### src/rtl/pipe_mem_pkg.sv
// Shared definitions for the pipe_* pipeline stages.
// State encoding and datapath widths used by the MEM stage.
package pipe_mem_pkg;

    localparam int WORD_W = 32;
    localparam int REGN_W = 5;

    typedef enum logic {
        ST_IDLE = 1'b0,
        ST_BUSY = 1'b1
    } state_t;

endpackage

### src/rtl/mem_wb_reg.sv
// MEM/WB pipeline register.
// Synchronous clear, bubble insertion and load-data capture.
module mem_wb_reg
    import pipe_mem_pkg::*;
(
    input  logic              clk,
    input  logic              clr,
    input  logic              bubble,
    input  logic              en,
    input  logic              cap,
    input  logic              next_wreg,
    input  logic              next_m2reg,
    input  logic [REGN_W-1:0] next_wn,
    input  logic [WORD_W-1:0] next_alu,
    input  logic [WORD_W-1:0] next_mem,
    output logic              wb_wreg,
    output logic              wb_m2reg,
    output logic [REGN_W-1:0] wb_wn,
    output logic [WORD_W-1:0] wb_alu,
    output logic [WORD_W-1:0] wb_mem
);

    // Clear beats bubble; a bubble only kills the write enables.
    always_ff @(posedge clk) begin
        if (clr) begin
            wb_wreg  <= 1'b0;
            wb_m2reg <= 1'b0;
            wb_wn    <= '0;
            wb_alu   <= '0;
            wb_mem   <= '0;
        end else if (bubble) begin
            wb_wreg  <= 1'b0;
            wb_m2reg <= 1'b0;
        end else if (en) begin
            wb_wreg  <= next_wreg;
            wb_m2reg <= next_m2reg;
            wb_wn    <= next_wn;
            wb_alu   <= next_alu;
            if (cap) begin
                wb_mem <= next_mem;
            end
        end
    end

endmodule

### src/rtl/pipe_mem.sv
// MEM stage: req/ack data-memory access with stall and timeout.
// Results land in the MEM/WB register feeding write-back.
module pipe_mem
    import pipe_mem_pkg::*;
#(
    parameter int TIMEOUT = 16,
    parameter int CNT_W   = 5
) (
    input  logic              clk,
    input  logic              clrn,
    input  logic              MEMwreg,
    input  logic              MEMm2reg,
    input  logic              MEMwmem,
    input  logic [REGN_W-1:0] MEMwn,
    input  logic [WORD_W-1:0] MEMaluResult,
    input  logic [WORD_W-1:0] MEMdi,
    output logic              dreq,
    output logic              dwe,
    output logic [WORD_W-1:0] daddr,
    output logic [WORD_W-1:0] dwdata,
    input  logic [WORD_W-1:0] drdata,
    input  logic              dack,
    output logic              stall,
    output logic              buserr,
    output logic              WBwreg,
    output logic              WBm2reg,
    output logic [REGN_W-1:0] WBwn,
    output logic [WORD_W-1:0] WBaluResult,
    output logic [WORD_W-1:0] WBmemOut
);

    state_t           state;
    logic [CNT_W-1:0] cnt;
    logic             memop;
    logic             busy;
    logic             done;
    logic             abort;
    logic             is_load;

    assign memop   = MEMm2reg | MEMwmem;
    assign is_load = MEMm2reg & ~MEMwmem;
    assign busy    = (state == ST_BUSY);

    assign dreq   = (~busy & memop) | busy;
    assign dwe    = MEMwmem;
    assign daddr  = MEMaluResult;
    assign dwdata = MEMdi;

    assign done  = dreq & dack;
    assign abort = busy & ~dack & (cnt == CNT_W'(TIMEOUT - 1));
    assign stall = dreq & ~dack & ~abort;

    // Access FSM with timeout counter and sticky bus-error flag.
    always_ff @(posedge clk) begin
        if (clrn) begin
            state  <= ST_IDLE;
            cnt    <= '0;
            buserr <= 1'b0;
        end else begin
            unique case (state)
                ST_IDLE: begin
                    if (memop & ~dack) begin
                        state <= ST_BUSY;
                        cnt   <= '0;
                    end
                end
                ST_BUSY: begin
                    if (dack) begin
                        state <= ST_IDLE;
                    end else if (abort) begin
                        state  <= ST_IDLE;
                        buserr <= 1'b1;
                    end else begin
                        cnt <= cnt + CNT_W'(1);
                    end
                end
            endcase
        end
    end

    mem_wb_reg u_mem_wb (
        .clk        (clk),
        .clr        (clrn),
        .bubble     (stall | abort),
        .en         (~memop | done),
        .cap        (done & is_load),
        .next_wreg  (MEMwreg),
        .next_m2reg (MEMm2reg),
        .next_wn    (MEMwn),
        .next_alu   (MEMaluResult),
        .next_mem   (drdata),
        .wb_wreg    (WBwreg),
        .wb_m2reg   (WBm2reg),
        .wb_wn      (WBwn),
        .wb_alu     (WBaluResult),
        .wb_mem     (WBmemOut)
    );

endmodule

### config.mk
export PLATFORM = sky130hd
export DESIGN_NAME = pipe_mem
export DESIGN_NICKNAME = d
export VERILOG_FILES = /design/src/rtl/pipe_mem_pkg.sv /design/src/rtl/mem_wb_reg.sv /design/src/rtl/pipe_mem.sv
export SDC_FILE = /design/constraint.sdc
export NUM_CORES = 1
export LEC_CHECK = 0
export ABC_AREA = 0
export CAP_MARGIN = 20
export CORE_MARGIN = 2
export CORE_UTILIZATION = 35
export DETAILED_ROUTE_END_ITERATION = 10
export PLACE_DENSITY_LB_ADDON = 0.1
export SYNTH_ARGS = -nofsm -noshare
export SYNTH_HDL_FRONTEND = slang
export SYNTH_HIERARCHICAL = 1
export SYNTH_SLANG_ARGS = --single-unit
### constraint.sdc
create_clock -name clk -period 2.2 [get_ports clk]
set_input_delay 0.55 -clock clk [delete_from_list [all_inputs] [get_ports clk]]
set_output_delay 0.55 -clock clk [all_outputs]
set_load 0.01 [all_outputs]
Word level (Yosys, flattened, before mapping)
Cells that the tools add are included.
- bits in read-only memories: 0
- RAM bits: 0
- input port bits: 107
- latch bits: 0
- memories kept: 0
- flip-flop bits (word level): 78
- output and inout port bits: 139
- muxes and demuxes: 8
- bitwise logic cells: 19
- equal/unequal tests: 4
- multiply operators: 0
- reduce and logical (&&, ||, !) cells: 5
- shifts and indexed selects: 0
- $lt $le $gt $ge: 0
- add/subtract/negate cells: 1
- divide/modulo/power cells: 0
- operator list (operator ; number):
    5-bit 2-to-1 mux ; 3
    5-bit case mux with 2 select lines ; 1
    1-bit bitwise AND ; 9
    3-bit AND reduction ; 3
    1-bit inverter ; 6
    5-bit by 1-bit adder with 5-bit output (second input constant) ; 1
    5-bit by 4-bit equality test with 1-bit output (second input constant) ; 1
    2-bit != test (second input constant) ; 2
    1-bit bitwise OR ; 4
    1-bit 2-to-1 mux ; 3
    2-bit by 1-bit != test with 1-bit output (second input constant) ; 1
    1-bit case mux with 2 select lines ; 1
    2-bit AND reduction ; 1
    2-bit OR reduction ; 1

Longest topological paths before layout
- word-level depth: 8
- depth in mapped cells: 8
- gate-level depth less buffers: 6

By module
Netlist, hierarchy kept.
- by module, submodules not included (module ; instances ; cells each ; area each (um2) ; seq. area each (um2)):
    mem_wb_reg ; 1 ; 309 ; 2514.9 ; 1421.4
    pipe_mem ; 1 ; 106 ; 855.8 ; 140.1

Worst setup path after synthesis
No wires, ideal clock.
- kind: reg-to-output
- start: register cnt[0]
- end: output port stall
- setup slack: 0.356 ns
- cell stages (with the launch flop): 6
- data arrival time: 1.294 ns
- buffers on the path: 0
- cells stage by stage: dfxtp_1 -> ha_1 -> and3_1 -> ha_1 -> a21o_1 -> nor2_2
- longest elaborated chain between the ends: 4
- RTL lines (what ; line ; text):
    from (decl) ; pipe_mem.sv:33 ; logic [CNT_W-1:0] cnt;
    from (signal assigned) ; pipe_mem.sv:74 ; cnt <= cnt + CNT_W'(1);
    5-bit by 4-bit equality test with 1-bit output ; pipe_mem.sv:50 ; assign abort = busy & ~dack & (cnt == CNT_W'(TIMEOUT - 1));
    1-bit bitwise AND ; pipe_mem.sv:50 ;
    1-bit inverter ; pipe_mem.sv:51 ; assign stall = dreq & ~dack & ~abort;
    1-bit bitwise AND ; pipe_mem.sv:51 ;
    to (decl) ; pipe_mem.sv:23 ; output logic stall,
No other way between the ends.

Final worst setup path
- start: register cnt[1]
- end: output port stall
Same word-level chain as after synthesis.

==> run summary <==
Status = finished, final reports clean
Layout cell share with drive strength beyond 1 = 0.0904
Hold Fails Final Rpt = 0
Avg Cell Area, Syn = 8.12 µm²
Clk network pwr share = 0.361
Final Max Tran Viols = 0
Synthesized area = 3370 µm²
Tot GR Track Use = 0.165
Netlist cell types = 28
Synth area leader = dfxtp_1
EDFF count, synth = 0
Remaining DRCs = 0
Reg-to-reg endpoint = u_mem_wb/wb_alu[22]
#FFs+latches synth = 78
CTS Root Cell = clkbuf_8
Die X = 102 µm
CTS tree = done
Largest buffer count on any clock path = 2
Worst-Skew Late Latency = 0.34 ns
Top-count cell post-synth = nand2_1
Antenna viol nets, final = 0
Worst setup SP type = flop
WHS Path Cells = 2
Synth warn = 6
Total Wirelength = 8.93 mm
Switch share = 0.242
First-pass GRT wire length = 13.5 mm
Die height = 102 µm
Sequential area share after synthesis = 0.463
Sequential power share = 0.465
Diode count = 0
Vias = 3036
Primary FF master, synth = dfxtp_1
Minimum clock period after layout = 2.18 ns
R2R cell count = 7
Setup tns final = 0 ns
Initial antenna violation count = 0
Lkg Pwr = 1.85 nW
Num rows = 35
WL/cell = 13.3 µm
Rel. slew slack = 0.748
IR drop worst, VDD = 0.286 mV
Pwr Total = 3.22 mW
Vias in the first global route = 2859
WS Path Type = flop to primary output
MaxCap Viol Count = 0
Remaining global-route overflow = 0
Largest net degree at the start of global routing = 79
Worst Skew = 0.00879 ns
Worst min-delay path endpoint = u_mem_wb/wb_alu[14]
Routed vias/inst = 4.52
Core area = 9280 µm²
Sink Count = 78
Endpoint type of the worst setup path = primary output
FFs w/ async S/R, synth = 0
Hold/Removal Path Class = flop to flop
Hpwl dp = 6.27 mm
Part of the cycle the worst path needs = 0.989
Worst-path clk slew = 0.08 ns
Htree depth = 3
Reg-to-reg slack, setup = 0.44 ns
Post-synth net total = 524
Critical Path AT = 1.63 ns
Final #Nets = 646
Top cells by count, synth = nand2_1 (139), dfxtp_1 (78), a21oi_1 (68), buf_4 (67), clkbuf_1 (8)
Critical path origin = cnt[1]
Comb power frac = 0.174
Power Density = 626 nW/µm²
Layout area overhead = 52.4%
Post-synth top area share = 0.463
# setup viols final = 0
Worst-Margin Slew = 0.378 ns
Fmax = 460 MHz
Io pins = 246
I/O Buffers = 181
RSZ-0062 raised after global routing = true
Die ar. = 10400 µm²
Initial core utilization = 0.363
Drt initial violations = 95
Worst hold start = u_mem_wb/wb_alu[14]
Synth top area cells = dfxtp_1 (46%), nand2_1 (15%), buf_4 (15%)
DR pass1 iterations = 6
Post-CTS Hold Buffers = 0
Maximum fanout along the worst path = 3
Data required, critical path = 1.65 ns
Worst r2r src = busy
Internal = 2.44 mW
Final RePlAce weighted congestion = 0.755
Mapped Cells = 415
Psw = 777 µW
Cts bufs inserted = 9
[critical path, stage by stage, from the launching register on]
cell and delay [ns]:
dfxtp_2 0.34, ha_4 0.15, and3_4 0.17, ha_4 0.16, a21o_1 0.17, nor2_2 0.14
buf_2 0.16
[cell usage in the layout (no fill, tap or decap), types with 3 or more instances in the layout]
cell type        Yosys  layout
a21oi_1             68      68
a21oi_2              6       6
buf_12               0       5
buf_4               67      14
clkbuf_8             0       9
clkdlybuf4s50_1      0     177
dfxtp_1             78      76
inv_1                3       3
nand2_1            139     139
nand2b_1             3       3
nor3_1               3       3
o21ai_0              4       4
[worst max-delay path by stage]
| stage | slack, ns | cells after the start | endpoint |
|---|---|---|---|
| finish | 0.02 | 6 | stall |
| global route | -0.05 | 6 | stall |
| CTS | -0.08 | 6 | stall |
| detailed placement | -0.25 | 4 | stall |
| global placement | -0.23 | 4 | stall |
| floorplan | 0.36 | 5 | stall |
[routing by layer]
| metal | global-route usage | part of all wire |
|---|---|---|
| met5 | 0 | 0 |
| met4 | 0.0605 | 0.0083 |
| met3 | 0.0752 | 0.12 |
| met2 | 0.279 | 0.48 |
| met1 | 0.184 | 0.39 |
[sequential cells by signal (all words and copies together) (netlist names)]
register and cells:
u_mem_wb/wb_wreg 1, u_mem_wb/wb_wn 5, busy 1, u_mem_wb/wb_alu 32
u_mem_wb/wb_mem 32, cnt 5, u_mem_wb/wb_m2reg 1, buserr 1
[timing repair]
action | 4_1_cts | 5_1_grt
setup endpoints to repair | 3 | 1
gates resized for setup | 7 | 6
cloned | 0 | 0
pin swaps | 3 | 4
setup buffers | 1 | 1
[metrics by stage]
step           instance area [µm²]   util  setup slack [ns]  hold WS (ns)  std cells
2_1_floorplan                 3370      -             0.356         0.435        415
4_1_cts                       5100  0.549           -0.0772         0.458        670
3_5_place_dp                  4880  0.526            -0.248         0.446        653
6_report                      5140  0.553            0.0244         0.453        671
3_3_place_gp                  4880  0.526            -0.231         0.441        653
5_1_grt                       5140  0.553           -0.0472         0.471        671
[power groups by stage]
| stage | clock network, mW | registers (mW) | logic (mW) |
|---|---|---|---|
| 6_report | 1.16 | 1.50 | 0.558 |
| 3_3_place_gp | 0 | 1.53 | 0.562 |
| 4_1_cts | 1.21 | 1.50 | 0.567 |
| 5_1_grt | 1.27 | 1.51 | 0.606 |
| 3_5_place_dp | 0 | 1.53 | 0.566 |
| 2_1_floorplan | 0 | 1.55 | 0.275 |
[final cells by class]
| cell class | count | area (µm²) |
|---|---|---|
| fill | 882 | 4150 |
| timing repair buffer | 200 | 2000 |
| sequential | 78 | 1560 |
| multi-input combinational | 245 | 1180 |
| tap | 129 | 161 |
| clock buffer | 11 | 131 |
| clock inverter | 5 | 83.8 |
| inverter | 3 | 11.3 |
[logic make-up (layout without fill, tap and decap cells)]
group / Yosys count / count (layout) / synth area share
AND/OR/NAND/NOR: 158 / 158 / 0.194
buffers and inverters: 92 / 219 / 0.195
AO/OA/AOI/OAI: 83 / 83 / 0.134
flip-flops: 78 / 78 / 0.463
adder cells (fa/ha/maj): 2 / 2 / 0.00742
multiplexers: 2 / 2 / 0.00594
No activity file was read; power rests on OpenSTA's default activity.
